--- config.mk ---
export PLATFORM = sky130hd
export DESIGN_NAME = fetch_decode_reg
export DESIGN_NICKNAME = d
export VERILOG_FILES = /design/src/rtl/fetch_decode_reg.sv
export SDC_FILE = /design/constraint.sdc
export NUM_CORES = 1
export LEC_CHECK = 0
export CAP_MARGIN = 20
export CORE_ASPECT_RATIO = 0.8
export CORE_MARGIN = 5
export CORE_UTILIZATION = 34
export CTS_CLUSTER_DIAMETER = 50
export DETAILED_ROUTE_END_ITERATION = 10
export GPL_ROUTABILITY_DRIVEN = 0
export PLACE_DENSITY = 0.75
export SYNTH_ARGS = -nofsm -noshare
export SYNTH_HDL_FRONTEND = slang
export SYNTH_SLANG_ARGS = --single-unit
--- constraint.sdc ---
create_clock -name clk -period 1.55 [get_ports clk]
set_input_delay 0.2325 -clock clk [delete_from_list [all_inputs] [get_ports clk]]
set_output_delay 0.2325 -clock clk [all_outputs]
set_load 0.005 [all_outputs]
--- src/rtl/fetch_decode_reg.sv ---
// fetch_decode_reg: pipeline register between the fetch and decode stages.
// Handles load-use stalls, flushes on resolved jumps/branches, memory-latency
// bubbles, and freezes fetch once a valid HALT reaches decode.
// Optional macro FD_STALL_COUNT_EN builds saturating stall/flush counters;
// without it both counters read as zero and no counter flops exist.
module fetch_decode_reg (
    input  logic        clk,
    input  logic        rst,
    input  logic        writeFD,
    input  logic        flushFD,
    input  logic [15:0] F_inst,
    input  logic [15:0] F_pcPlus2,
    input  logic        F_valid,
    output logic        F_ready,
    output logic [15:0] D_inst,
    output logic [15:0] D_pcPlus2,
    output logic        D_valid,
    output logic        D_halting,
    output logic [15:0] stallCount,
    output logic [15:0] flushCount
);

    localparam logic [15:0] NOP_INST = 16'h0800;

    typedef enum logic {
        RUN    = 1'b0,
        HALTED = 1'b1
    } fd_state_t;

    fd_state_t   state;
    fd_state_t   state_next;
    logic [15:0] inst_q;
    logic [15:0] inst_next;
    logic [15:0] pc_q;
    logic [15:0] pc_next;
    logic        valid_q;
    logic        valid_next;
    logic        is_halt;

    // A HALT is any instruction whose opcode field [15:11] is all zero.
    assign is_halt = (F_inst[15:11] == 5'b00000);

    // Fetch may only hand over an instruction when we are running, not stalled,
    // not being flushed and not in reset; fetch holds its PC otherwise.
    assign F_ready   = writeFD & ~flushFD & (state == RUN) & ~rst;
    assign D_inst    = inst_q;
    assign D_pcPlus2 = pc_q;
    assign D_valid   = valid_q;
    assign D_halting = (state == HALTED);

    // Next-state and next-contents, priority flush > halted hold > stall > load.
    always_comb begin
        state_next = state;
        inst_next  = inst_q;
        pc_next    = pc_q;
        valid_next = valid_q;
        if (flushFD) begin
            inst_next  = NOP_INST;
            pc_next    = F_pcPlus2;
            valid_next = 1'b0;
            state_next = RUN;
        end else if (state == HALTED) begin
            state_next = HALTED;
        end else if (!writeFD) begin
            state_next = RUN;
        end else if (F_valid) begin
            inst_next  = F_inst;
            pc_next    = F_pcPlus2;
            valid_next = 1'b1;
            state_next = is_halt ? HALTED : RUN;
        end else begin
            inst_next  = NOP_INST;
            valid_next = 1'b0;
        end
    end

    // Pipeline register and FSM state, with synchronous reset to an empty RUN slot.
    always_ff @(posedge clk) begin
        if (rst) begin
            state   <= RUN;
            inst_q  <= NOP_INST;
            pc_q    <= 16'h0000;
            valid_q <= 1'b0;
        end else begin
            state   <= state_next;
            inst_q  <= inst_next;
            pc_q    <= pc_next;
            valid_q <= valid_next;
        end
    end

`ifdef FD_STALL_COUNT_EN
    logic [15:0] stall_cnt_q;
    logic [15:0] flush_cnt_q;

    // Saturating performance counters: stalls only count while running and not flushed.
    always_ff @(posedge clk) begin
        if (rst) begin
            stall_cnt_q <= 16'h0000;
            flush_cnt_q <= 16'h0000;
        end else begin
            if (!flushFD && (state == RUN) && !writeFD && (stall_cnt_q != 16'hFFFF)) begin
                stall_cnt_q <= stall_cnt_q + 16'd1;
            end
            if (flushFD && (flush_cnt_q != 16'hFFFF)) begin
                flush_cnt_q <= flush_cnt_q + 16'd1;
            end
        end
    end

    assign stallCount = stall_cnt_q;
    assign flushCount = flush_cnt_q;
`else
    assign stallCount = 16'h0000;
    assign flushCount = 16'h0000;
`endif

endmodule

======== After elaboration in Yosys (flattened, before gate mapping) ========
Index checks and enable logic that the tools add are counted.
storage, ports and cells
  register bits ........................... 34
  bits in latches ......................... 0
  bits in writable memories ............... 0
  bits in read-only memories .............. 0
  input bits .............................. 37
  output and inout bits ................... 67
  logic and storage cells ................. 27
  memories kept ........................... 0
cells by class
  add/sub/neg operators ................... 0
  $mul .................................... 0
  div/mod/pow operators ................... 0
  order comparisons ....................... 0
  eq/ne operators ......................... 1
  shift-type cells ........................ 0
  muxes and demuxes ....................... 10
  bitwise gates (word level) .............. 6
  reductions and logical operators ........ 6
operator list
  operator                               number
  16-bit 2-to-1 mux                      5
  5-bit zero test                        1
  1-bit 2-to-1 mux                       5
  2-bit nonzero test                     2
  1-bit bitwise AND                      3
  1-bit NOT                              3
  3-bit AND reduction                    1
  2-bit != test (second input constant)  1
  2-bit AND reduction                    1
  2-bit OR reduction                     1

======== Depth between registers and ports, before layout ========
Gate-level depths: netlist of the first run.
  word-level depth ........................ 5
  depth in mapped cells ................... 5
  depth with buffers taken out ............ 3

======== Worst setup path before layout of the first run ========
No wires, ideal clock.
  kind .................................... register to register
  from .................................... register state (netlist: D_halting)
  to ...................................... register pc_q[0] (netlist: D_pcPlus2[0])
  library setup time ...................... 0.072 ns
  data arrival time ....................... 1.162 ns
  required time ........................... 1.478 ns
  setup slack ............................. 0.317 ns
  stages on the path, launching flop included .. 6
  buffers on the path ..................... 2
  clock period less this slack ............ 1.233 ns
  cell sequence ........................... dfxtp_1 -> nor2b_1 -> buf_6 -> a21oi_4 -> buf_12 -> mux2i_1
on the way
  word-level cells in the longest chain between the ends .. 2
ends and longest elaborated chain
  element                               line  RTL
  start: declaration                    30    fd_state_t state;
  start signal: assignment              85    state <= state_next;
  2-bit != test (no source line)        n/a
  3-bit AND reduction (no source line)  n/a
  end signal: assignment                87    pc_q <= pc_next;
  end: declaration                      34    logic [15:0] pc_q;
No other way between the ends.
A chain may end at the register's enable or synchronous reset.

======== Final worst setup path of the first run ========
  from .................................... register state (netlist: D_halting)
  to ...................................... output D_halting
RTL lines
  element           line  RTL
  end: declaration  18    output logic D_halting,
No word-level cell between the ends.

==> results.cfg, run 1 <==
[status]
status = finished, final reports clean

[route]
num_vias = 1334
ant_nets = 0
routed_via_density = 4.156
routed_wl_um = 4030
firstDrtPassIters = 3
wire_per_inst_um = 12.55
drtIter0Drc = 45
drc = 0

[power_and_ir_drop]
combPwrFrac = 0.169
power_density_nw_per_um2 = 854.0
p_clk_frac = 0.380
switching_power_uw = 459.5
p_leak_uw = 0.0009465
internal_power_uw = 1606
p_seq_frac = 0.451
sw_frac_of_total = 0.2225
peakVddDrop_uv = 439.8

[clock_network]
worst_skew_pair.late_latency_ns = 0.28
numCtsBuffers = 5
cts_sinks = 34
cts_tree = yes
cts.path.max_buffers = 2
cts_max_level = 2
clk_pin_slew_ns = 0.07
hold_buffers = 0
root_buffer = clkbuf_8

[finish]
layout_commonest_cell = clkdlybuf4s50_1
antenna_cells = 0
final_cell_mix = clkdlybuf4s50_1 (70), dfxtp_1 (34), nand2b_1 (33)
fin_nets = 297
nFillCells = 460
area_growth_pct = 45.89
drive_gt1_frac = 0.06130

[worst_setup_path]
start_kind = register
cp_slowest_cell = clkdlybuf4s50_1
end_kind = output pin
cp.buffers_inverters = 1
cp_data_arrival_time_ns = 1.16
cp_max_fo = 4
critPathRequiredTime_ns = 1.32
crit_path_cell_trace = clkdlybuf4s50_1
rrSetupSlack_ns = 0.34
regToRegStartpoint = D_halting
reg2reg_to = D_inst[13]
crit_family = buffers and inverters
critical_path_class = reg2out
slowest_delay_ns = 0.52
reg2reg_depth = 4

[sta]
period_share = 0.8962
slew_violations = 0
finalSetupViolCount = 0
rsz0062_at_grt = false
setup_tns_ns = 0
fin_skew_ns = 0.004865
hold_ws_ns = 0.4489
fin_crit_ns = 1.389
setup_ws_ns = 0.1609
fmax_mhz = 719.9
hold_viol_final = 0

[synthesis]
synth_seq_cells = 34
ys_seq_area_frac = 0.4106
postSynthCellCount = 187
netlist_area_um2 = 1658
yosysWarnings = 0
syn_avg_cell_area_um2 = 8.865
yosys.cell_types.count = 20

[floorplanning]
top_level_ports = 104
core_area_um2 = 4652
die_area_um2 = 6381
die_h_um = 72.46
initial_utilization = 0.3564
placementRows = 22
die_x_um = 88.07

[global_routing]
track_usage = 0.1272
grt_pass1_vias = 1253
grt_antenna_before_repair = 0
grt_pass1_wl_um = 6141
grt-ovfl-total = 0
grt_max_degree = 33

[placed_design]
dpl.hpwl_um = 3061
numPortBuffers = 71
dp_slack_ns = -0.2166

[worst_hold_path]
hold_start = D_inst[5]
hp-class = reg2reg
whs_path_depth = 2
holdPathEnd = D_inst[5]

[job]
maxCapViolCount = 0
power groups by stage:
stage | combinational [uW] | clock, uW | sequential [uW]
floorplan | 202 | 0 | 955
global placement | 349 | 0 | 950
detailed placement | 351 | 0 | 951
CTS | 352 | 819 | 931
global route | 384 | 863 | 936
finish | 350 | 784 | 932
cells by family (layout without fill, tap and decap cells):
| group | Yosys count | count (layout) | synth area share |
|---|---|---|---|
| other | 1 | 32 | 0.002262 |
| muxes | 16 | 16 | 0.09660 |
| AOI/OAI and AO/OA | 19 | 19 | 0.06718 |
| buffers and inverters | 44 | 87 | 0.1902 |
| DFF | 34 | 34 | 0.4106 |
| and+or+nand+nor | 73 | 73 | 0.2332 |
registers in the layout, summed over array words and instances (netlist names):
name and cells:
D_pcPlus2 16, D_halting 1, D_inst 16, D_valid 1
final cells by class:
| class | instances | area, um^2 | area share |
|---|---|---|---|
| Sequential cell | 34 | 680.7 | 0.2814 |
| Tap cell | 60 | 75.07 | 0.03104 |
| Multi-Input combinational cell | 140 | 778.2 | 0.3218 |
| Clock buffer | 7 | 76.32 | 0.03156 |
| Timing Repair Buffer | 79 | 778.2 | 0.3218 |
| Clock inverter | 1 | 30.03 | 0.01242 |
metrics by stage:
step	cell area [um^2]	cells	utilization	total power, uW
finish	2419	321	0.5199	2065
floorplan	1774	218	-	1156
global placement	2317	313	0.4981	1299
detailed placement	2317	313	0.4981	1303
CTS	2422	321	0.5207	2103
global route	2419	321	0.5199	2183
worst max path at each step:
stage / start / end / slack (ns) / depth (start not counted)
after floorplan: D_halting / D_pcPlus2[0] / 0.32 / 5
after global placement: flushFD / F_ready / -0.23 / 4
after detailed placement: flushFD / F_ready / -0.22 / 4
after CTS: flushFD / F_ready / 0.04 / 4
after global routing: flushFD / F_ready / 0.08 / 4
final: D_halting / D_halting / 0.16 / 1
layer usage:
layer,vias up,part of all wire,GRT usage
li1,690,-,-
met1,591,0.41,0.1534
met2,49,0.48,0.2032
met3,4,0.10,0.04654
met4,0,0.0097,0.05537
met5,-,0,0
synthesized netlist by cell type:
cell type   n  share of area
mux2i_1    16          0.097
conb_1      1         0.0023
nor3b_1     1         0.0045
clkbuf_1    4         0.0091
buf_12      1          0.012
nor2b_1     2         0.0075
a21oi_4     1         0.0098
buf_4      32           0.14
buf_2       5          0.015
dfxtp_1    34           0.41
a31oi_1     1         0.0038
buf_6       1         0.0068
a211o_1     1         0.0053
buf_1       1         0.0023
nand2b_1   33           0.12
nand2_1    17          0.038
or2_1       1         0.0038
a21oi_1    16          0.048
nand3_1    15          0.045
nor2_1      4         0.0091
repair_timing:
| item | in CTS | in global routing |
|---|---|---|
| endpoints found under the hold margin | 0 | 0 |
| setup endpoints to repair | 1 | 1 |
| resized for setup | 1 | 2 |
| buffers inserted | 0 | 0 |
(Power assumes the default switching activity.)
==> inputs of run 2 (changes only) <==
- CORE_UTILIZATION: 34 -> 37
- PLACE_DENSITY: 0.75 -> 0.81
- SLEW_MARGIN: default -> 0
==> results.cfg, run 2 (same netlist as run 1, synthesis figures left out) <==
[floorplanning]
die_area_um2 = 5928
initial_utilization = 0.3895
die_h_um = 69.87
placementRows = 21
core_area_um2 = 4257
top_level_ports = 104
die_x_um = 84.84

[route]
drtIter0Drc = 39
ant_nets = 0
routed_via_density = 4.266
routed_wl_um = 3924
wire_per_inst_um = 12.30
num_vias = 1361
firstDrtPassIters = 4
drc = 0

[worst_setup_path]
cp_data_arrival_time_ns = 1.16
slowest_delay_ns = 0.53
startpoint = D_halting
critical_path_class = reg2out
critPathRequiredTime_ns = 1.32
cp_slowest_cell = clkdlybuf4s50_1
end_kind = output pin
cp.buffers_inverters = 1
regToRegStartpoint = D_halting
crit_path_cell_trace = clkdlybuf4s50_1
cp_max_fo = 4
start_kind = register
crit_family = buffers and inverters

[sta]
period_share = 0.9004
rsz0062_at_grt = false
finalSetupViolCount = 0
slew_violations = 0
fin_skew_ns = 0.0008316
fin_crit_ns = 1.396
hold_viol_final = 0
setup_tns_ns = 0
fmax_mhz = 716.5

[placed_design]
dpl.cell_count = 311
numPortBuffers = 71
placed_cell_area_um2 = 2321
dpl.hpwl_um = 3034

[clock_network]
cts.path.max_buffers = 2
root_buffer = clkbuf_8
cts_sinks = 34
clk_pin_slew_ns = 0.06
cts_tree = yes
cts_max_level = 2
post_cts_buffers = 0
hold_buffers = 0
numCtsBuffers = 5
worst_skew_pair.late_latency_ns = 0.27

[power_and_ir_drop]
peakVddDrop_uv = 548.3
power_density_nw_per_um2 = 804.0
p_leak_uw = 0.0009474
power_uw = 1936

[global_routing]
grt_antenna_before_repair = 0
grt_pass1_wl_um = 6134
grt_max_degree = 33
track_usage = 0.1296
grt-ovfl-total = 0
grt_pass1_vias = 1314

[status]
status = finished, final reports clean

[worst_hold_path]
hp-class = reg2reg
hold_start = D_inst[15]

[finish]
antenna_cells = 0
utilization = 0.5656
drive_gt1_frac = 0.06870
fin_area_um2 = 2407
final-instance-count-excl-fill = 319
fin_nets = 298
layout_commonest_cell = clkdlybuf4s50_1
final_cell_mix = clkdlybuf4s50_1 (70), dfxtp_1 (34), nand2b_1 (33)
area_growth_pct = 45.21

[job]
maxCapViolCount = 0
-- run 2: worst min-delay path, delay by kind of cell (launching register included) --
kind	cells	cell delay (ns)
AO/OA/AOI/OAI	1	0.05
flip-flops	1	0.31
AND/OR/NAND/NOR	1	0.05
-- run 2: final cells by class --
| cell class | count | area [um^2] |
|---|---|---|
| clock buffer | 7 | 86.33 |
| sequential | 34 | 680.7 |
| timing repair buffer | 80 | 785.8 |
| tap | 57 | 71.32 |
| multi-input combinational | 140 | 778.2 |
| fill | 409 | 1849 |
| clock inverter | 1 | 5.005 |
-- run 2: metal layers --
metal | GRT usage | routed length [um] | vias up
met5 | 0 | 0 | -
met4 | 0.05800 | 41 | 0
met3 | 0.04113 | 359 | 2
met2 | 0.2250 | 1954 | 56
met1 | 0.1443 | 1569 | 613
li1 | - | - | 690
-- run 2: final timing paths --
path | cells after the start | end | slack [ns]
max | 1 | D_halting | 0.15
max reg2reg | 4 | D_inst[10] | 0.41
min reg2reg | 2 | D_inst[15] | 0.45
min | 2 | D_inst[15] | 0.45
-- run 2: stage by stage --
stage | hold WS (ns) | setup slack, ns
after floorplan | 0.3846 | 0.3167
after global placement | 0.4377 | -0.2194
after detailed placement | 0.4422 | -0.2360
after CTS | 0.4519 | 0.02858
after global routing | 0.4651 | 0.08624
final | 0.4513 | 0.1543
-- run 2: power by group --
group / leakage, uW / internal, uW / switching (uW) / total, uW
Combinational: 0.000621 / 214 / 137 / 350
Clock: 0.0000482 / 358 / 295 / 653
Sequential: 0.000278 / 913 / 19.0 / 932
Total: 0.000947 / 1480 / 451 / 1940
-- run 2: timing repair --
| item | in CTS | in global routing |
|---|---|---|
| cloned | 0 | 0 |
| endpoints found under the setup margin | 1 | 1 |
| gates resized for setup | 1 | 2 |
